## config.mk

```make
export PLATFORM = sky130hd
export DESIGN_NAME = pwconv_mac_driver
export DESIGN_NICKNAME = d
export VERILOG_FILES = /design/src/rtl/pwconv_mac_driver.sv
export SDC_FILE = /design/constraint.sdc
export NUM_CORES = 1
export LEC_CHECK = 0
export CAP_MARGIN = 10
export CORE_AREA = 2 2 170 172
export CTS_CLUSTER_SIZE = 30
export DETAILED_ROUTE_END_ITERATION = 10
export DIE_AREA = 0 0 172 174
export PLACE_DENSITY = 0.57
export SETUP_SLACK_MARGIN = 0.05
export SYNTH_ARGS = -nofsm -noshare
export SYNTH_HDL_FRONTEND = slang
export SYNTH_SLANG_ARGS = --single-unit
```

## constraint.sdc

```tcl
create_clock -name clk -period 2.71 [get_ports clk]
set_clock_uncertainty 0.15 [all_clocks]
set_input_delay 0.271 -clock clk [delete_from_list [all_inputs] [get_ports clk]]
set_output_delay 0.271 -clock clk [all_outputs]
set_load 0.01 [all_outputs]
```

## src/rtl/pwconv_mac_driver.sv

```systemverilog
// Initiator for the pointwise-conv MAC array: registers input beats onto the MAC data port
// and times the accumulator-load and output-valid strobes through fixed delay lines.
module pwconv_mac_driver #(
    parameter int MAC_IN_NUM  = 9,
    parameter int MAC_OUT_NUM = 18,
    parameter int DATA_WIDTH  = 8,
    parameter int ACC_LAT     = 12,
    parameter int OUT_LAT     = 16
) (
    input  logic                             clk,
    input  logic                             rstn,
    input  logic                             start_i,
    input  logic [7:0]                       cfg_accumulate_num_i,
    input  logic [15:0]                      cfg_group_num_i,
    input  logic [MAC_IN_NUM*DATA_WIDTH-1:0] s_data_i,
    input  logic                             s_valid_i,
    output logic                             s_ready_o,
    output logic [MAC_IN_NUM*DATA_WIDTH-1:0] MAC_data_o,
    output logic                             MAC_data_valid_o,
    output logic [7:0]                       weight_sel_o,
    output logic [MAC_OUT_NUM-1:0]           adder_rst_o,
    output logic                             out_valid_o,
    output logic                             busy_o,
    output logic                             done_o
);
    localparam int VEC_W = MAC_IN_NUM * DATA_WIDTH;

    typedef enum logic [1:0] {IDLE, RUN, DRAIN, DONE} state_t;

    state_t              state;
    state_t              state_next;
    logic [7:0]          n_reg;
    logic [15:0]         g_reg;
    logic [7:0]          beat_cnt;
    logic [15:0]         group_cnt;
    logic                accept;
    logic                first_beat;
    logic                last_beat;
    logic                run_end;
    logic                lines_empty;
    logic [VEC_W-1:0]    data_p1;
    logic                vld_p1;
    logic [7:0]          wsel_p1;
    logic                first_p1;
    logic                last_p1;
    logic [ACC_LAT-1:0]  first_sr;
    logic [OUT_LAT-1:0]  last_sr;
    logic                done_r;

    assign accept      = (state == RUN) && s_valid_i;
    assign first_beat  = accept && (beat_cnt == 8'd0);
    assign last_beat   = accept && (beat_cnt == n_reg - 8'd1);
    assign run_end     = last_beat && (group_cnt == g_reg - 16'd1);
    assign lines_empty = !first_p1 && !last_p1 && (first_sr == '0) && (last_sr == '0);

    always_comb begin
        state_next = state;
        case (state)
            IDLE:    if (start_i) state_next = (cfg_group_num_i == 16'd0) ? DONE : RUN;
            RUN:     if (run_end) state_next = DRAIN;
            DRAIN:   if (lines_empty) state_next = DONE;
            DONE:    state_next = IDLE;
            default: state_next = IDLE;
        endcase
    end

    always_ff @(posedge clk or negedge rstn) begin
        if (!rstn) begin
            state     <= IDLE;
            n_reg     <= 8'd1;
            g_reg     <= 16'd0;
            beat_cnt  <= 8'd0;
            group_cnt <= 16'd0;
            done_r    <= 1'b0;
        end else begin
            state  <= state_next;
            done_r <= (state == DONE);
            if (state == IDLE && start_i) begin
                n_reg     <= (cfg_accumulate_num_i == 8'd0) ? 8'd1 : cfg_accumulate_num_i;
                g_reg     <= cfg_group_num_i;
                beat_cnt  <= 8'd0;
                group_cnt <= 16'd0;
            end else if (accept) begin
                if (last_beat) begin
                    beat_cnt  <= 8'd0;
                    group_cnt <= group_cnt + 16'd1;
                end else begin
                    beat_cnt <= beat_cnt + 8'd1;
                end
            end
        end
    end

    // Stage p1: beat onto the MAC port; bubbles are zeroed so they add nothing to the sum
    always_ff @(posedge clk or negedge rstn) begin
        if (!rstn) begin
            data_p1  <= '0;
            vld_p1   <= 1'b0;
            wsel_p1  <= 8'd0;
            first_p1 <= 1'b0;
            last_p1  <= 1'b0;
            first_sr <= '0;
            last_sr  <= '0;
        end else begin
            data_p1  <= accept ? s_data_i : '0;
            vld_p1   <= accept;
            if (accept) wsel_p1 <= beat_cnt;
            first_p1 <= first_beat;
            last_p1  <= last_beat;
            first_sr <= {first_sr[ACC_LAT-2:0], first_p1};
            last_sr  <= {last_sr[OUT_LAT-2:0], last_p1};
        end
    end

    assign s_ready_o        = (state == RUN);
    assign busy_o           = (state == RUN) || (state == DRAIN);
    assign done_o           = done_r;
    assign MAC_data_o       = data_p1;
    assign MAC_data_valid_o = vld_p1;
    assign weight_sel_o     = wsel_p1;
    assign adder_rst_o      = {MAC_OUT_NUM{first_sr[ACC_LAT-1]}};
    assign out_valid_o      = last_sr[OUT_LAT-1];

endmodule

```

==> results of run 1 <==
-- area by class of cell --
type                            instances  area, sq um  area share, %
Clock inverter                         15          208           2.06
Timing Repair Buffer                  229         2240           22.3
Sequential cell                       162         4060           40.3
Inverter                               18         67.6          0.671
Multi-Input combinational cell        402         2590           25.7
Tap cell                              384          480           4.77
Clock buffer                           17          425           4.23
-- worst paths after layout --
| check | start | endpoint | slack (ns) | cells past startpoint |
|---|---|---|---|---|
| hold / removal | s_valid_i | MAC_data_valid_o$_DFF_PN0_ | 0.08 | 3 |
| setup reg to reg | first_sr[6]$_DFF_PN0_ | state[1]$_DFFE_PN0P_ | 0.15 | 7 |
| setup / recovery | first_sr[6]$_DFF_PN0_ | state[1]$_DFFE_PN0P_ | 0.15 | 7 |
| min in group asynchronous | rstn | last_sr[15]$_DFF_PN0_ | 0.26 | 2 |
| hold reg to reg | first_sr[6]$_DFF_PN0_ | first_sr[7]$_DFF_PN0_ | 0.22 | 0 |
| max in group asynchronous | rstn | n_reg[0]$_DFFE_PN1P_ | 1.32 | 3 |
-- timing repair --
item | CTS | global route
hold buffers | 1 | 0
pin swaps | 0 | 4
gates resized for setup | 2 | 14
endpoints found under the hold margin | 62 | 0
endpoints found under the setup margin | 3 | 6
-- cells by family after synthesis --
| logic type | count (synthesis) | synth area share, % |
|---|---|---|
| AOI/OAI and AO/OA | 62 | 5.91 |
| xor gates and xnor gates | 35 | 4.44 |
| adders and majority gates | 10 | 1.81 |
| buffers and inverters | 68 | 4.84 |
| DFF | 162 | 58.7 |
| muxes | 13 | 1.97 |
| and+or+nand+nor | 282 | 22.3 |
-- Yosys cell counts (all sizes together) (6+ instances only) --
master  count  share of area (%)
mux2i       8                1.2
a21oi      15                1.1
dfrtp     161                 58
inv        18               0.98
xnor2      19                2.4
nand4       8               0.72
nand3      18                1.3
or4         7               0.76
o21ai      18                1.3
nor3        8               0.74
xor2       16                2.0
nand2      88                4.9
nor2       23                1.3
buf        23                2.4
ha         10                1.8
and3       80                7.2
nor4       17                1.8
clkbuf     27                1.5
nand4b      6               0.76
-- per-layer routing --
layer	vias up	part of all wire (%)	track usage, %
li1	2577	-	-
met1	2629	41	15.6
met2	193	47	20.7
met3	16	11	6.67
met4	0	1.2	3.54
met5	-	0	0
-- through the flow --
step	hold WS, ns	utilization, %	setup WS [ns]	cell area [sq um]
finish	0.0758	35.6	0.146	10100
global route	0.0491	35.6	0.0353	10100
CTS	0.0450	35.4	0.0847	10000
detailed placement	0.152	33.1	0.0170	9350
global placement	0.152	33.1	0.119	9350
floorplan	-0.175	-	0.0923	6910
-- report_power, final --
| part | internal [uW] | leakage (uW) | switching (uW) |
|---|---|---|---|
| clock network | 1350 | 0.000307 | 1200 |
| logic | 1540 | 0.00217 | 1610 |
| registers | 2880 | 0.00219 | 374 |
-- worst register-to-register path: cells and delay by family, from the launching register on --
| family | cells | cell delay, ns |
|---|---|---|
| AND/OR/NAND/NOR | 3 | 1.13 |
| AO/OA/AOI/OAI | 3 | 0.66 |
| flip-flops | 1 | 0.37 |
| multiplexers | 1 | 0.15 |
==> impl_metrics.env, run 1 <==
export IMPL_hold_viol=0
export IMPL_place_detailed_hpwl_um=13700
export IMPL_cts_root_buf="clkbuf_16"
export IMPL_die_y_um=174
export IMPL_cpMostUsedCell="or4_1"
export IMPL_setup_viol=0
export IMPL_grt_pass1_vias=5582
export IMPL_cts_buffer_depth=2
export IMPL_fill_cells=2860
export IMPL_insertion_delay_ns=0.43
export IMPL_die_area_sq_mm=0.0299
export IMPL_finalWeightedCongestion=0.794
export IMPL_outcome="completed"
export IMPL_die_w_um=172
export IMPL_slowest_delay_ns=0.50
export IMPL_critical_path_startpoint_type="flip-flop"
export IMPL_grt_use_total_pct=13.1
export IMPL_final_common_cell="clkdlybuf4s50_1"
export IMPL_final_cells=1227
export IMPL_antenna_found_initial=0
export IMPL_synth_flop_cell="dfrtp_1"
export IMPL_synth_area_sq_mm=0.00691
export IMPL_htreeDepth=4
export IMPL_routed_via_density=4.41
export IMPL_ys_types=56
export IMPL_max_cap_viol_count=0
export IMPL_cts_sink_count=162
export IMPL_crit_family="simple AND/OR/NAND/NOR gates"
export IMPL_rsz0062_at_grt="true"
export IMPL_synth_cells=632
export IMPL_total_power_uw=8970
export IMPL_place_inst=1194
export IMPL_area_growth_pct=45.8
export IMPL_endpoint_kind="flip-flop"
export IMPL_largest_reg_flops=72
export IMPL_cts_buffers=17
export IMPL_max_slew_worst_pin_slew_ns=0.603
export IMPL_ios=203
export IMPL_wl_per_cell_um=15.4
export IMPL_synth_seq_cells=162
export IMPL_slew_headroom_pct=59.8
export IMPL_power_leakage_uw=0.00467
export IMPL_vdd_drop_max_uv=465
export IMPL_slew_viol_final=0
export IMPL_drt_first_pass_iters=4
export IMPL_synth_edf_count=0
export IMPL_ys_seq_area_share_pct=58.7
export IMPL_core_sq_mm=0.0282
export IMPL_cp_num_buf_inv=0
export IMPL_synthArstFlopShare_pct=100
export IMPL_path_class="flip-flop to flip-flop"
export IMPL_cts_tree="done"
export IMPL_critPathArrivalTime_ns=2.72
export IMPL_post_route_period_util_pct=94.6
export IMPL_fmax_ghz=0.390
export IMPL_row_count=62
export IMPL_vias=5415
export IMPL_drt_iter0_drc=241
export IMPL_antenna_left=0
export IMPL_ys_warn_count=0
export IMPL_synth_avg_cell_area_sq_um=10.9
export IMPL_grt_overflow_total=0
export IMPL_worstPathMaxFanout=2
export IMPL_holdCritPathClass="input port to flip-flop"
export IMPL_tns_ns=0
export IMPL_cts_setup_buffers=0
export IMPL_slowest_stage="or4_1"
export IMPL_cp_data_required_time_ns=2.87
export IMPL_drive_gt1_share_pct=10.3
export IMPL_grt_max_degree=75
export IMPL_initial_core_util_pct=24.5
export IMPL_port_buffers=202
export IMPL_grt_pass1_wl_um=30500
export IMPL_fin_nets=940
export IMPL_diodes=0
export IMPL_drc=0
export IMPL_layout_common_cells="200 x clkdlybuf4s50_1, 161 x dfrtp_1, 86 x nand2_1, 80 x and3_1, 24 x buf_4"
export IMPL_p_per_area_mw_per_mm2=891
export IMPL_crit_chain="or4_1 -> or4_1 -> o32a_1 -> a21oi_2 -> and4_4 -> a41oi_4 -> mux2i_1"
export IMPL_finalWirelength_um=18900
export IMPL_clk_pin_slew_worst_paths_ns=0.07
export IMPL_synth_net_count=742
export IMPL_period_needed_ns=2.56
Power figures use the tool's default switching activity.
==> inputs of run 2 (changes only) <==
Settings changed: ABC_CLOCK_PERIOD_IN_PS from default to 2710.
==> results of run 2 <==
No change in the layout: final DEF, timing and power equal those of run 1.
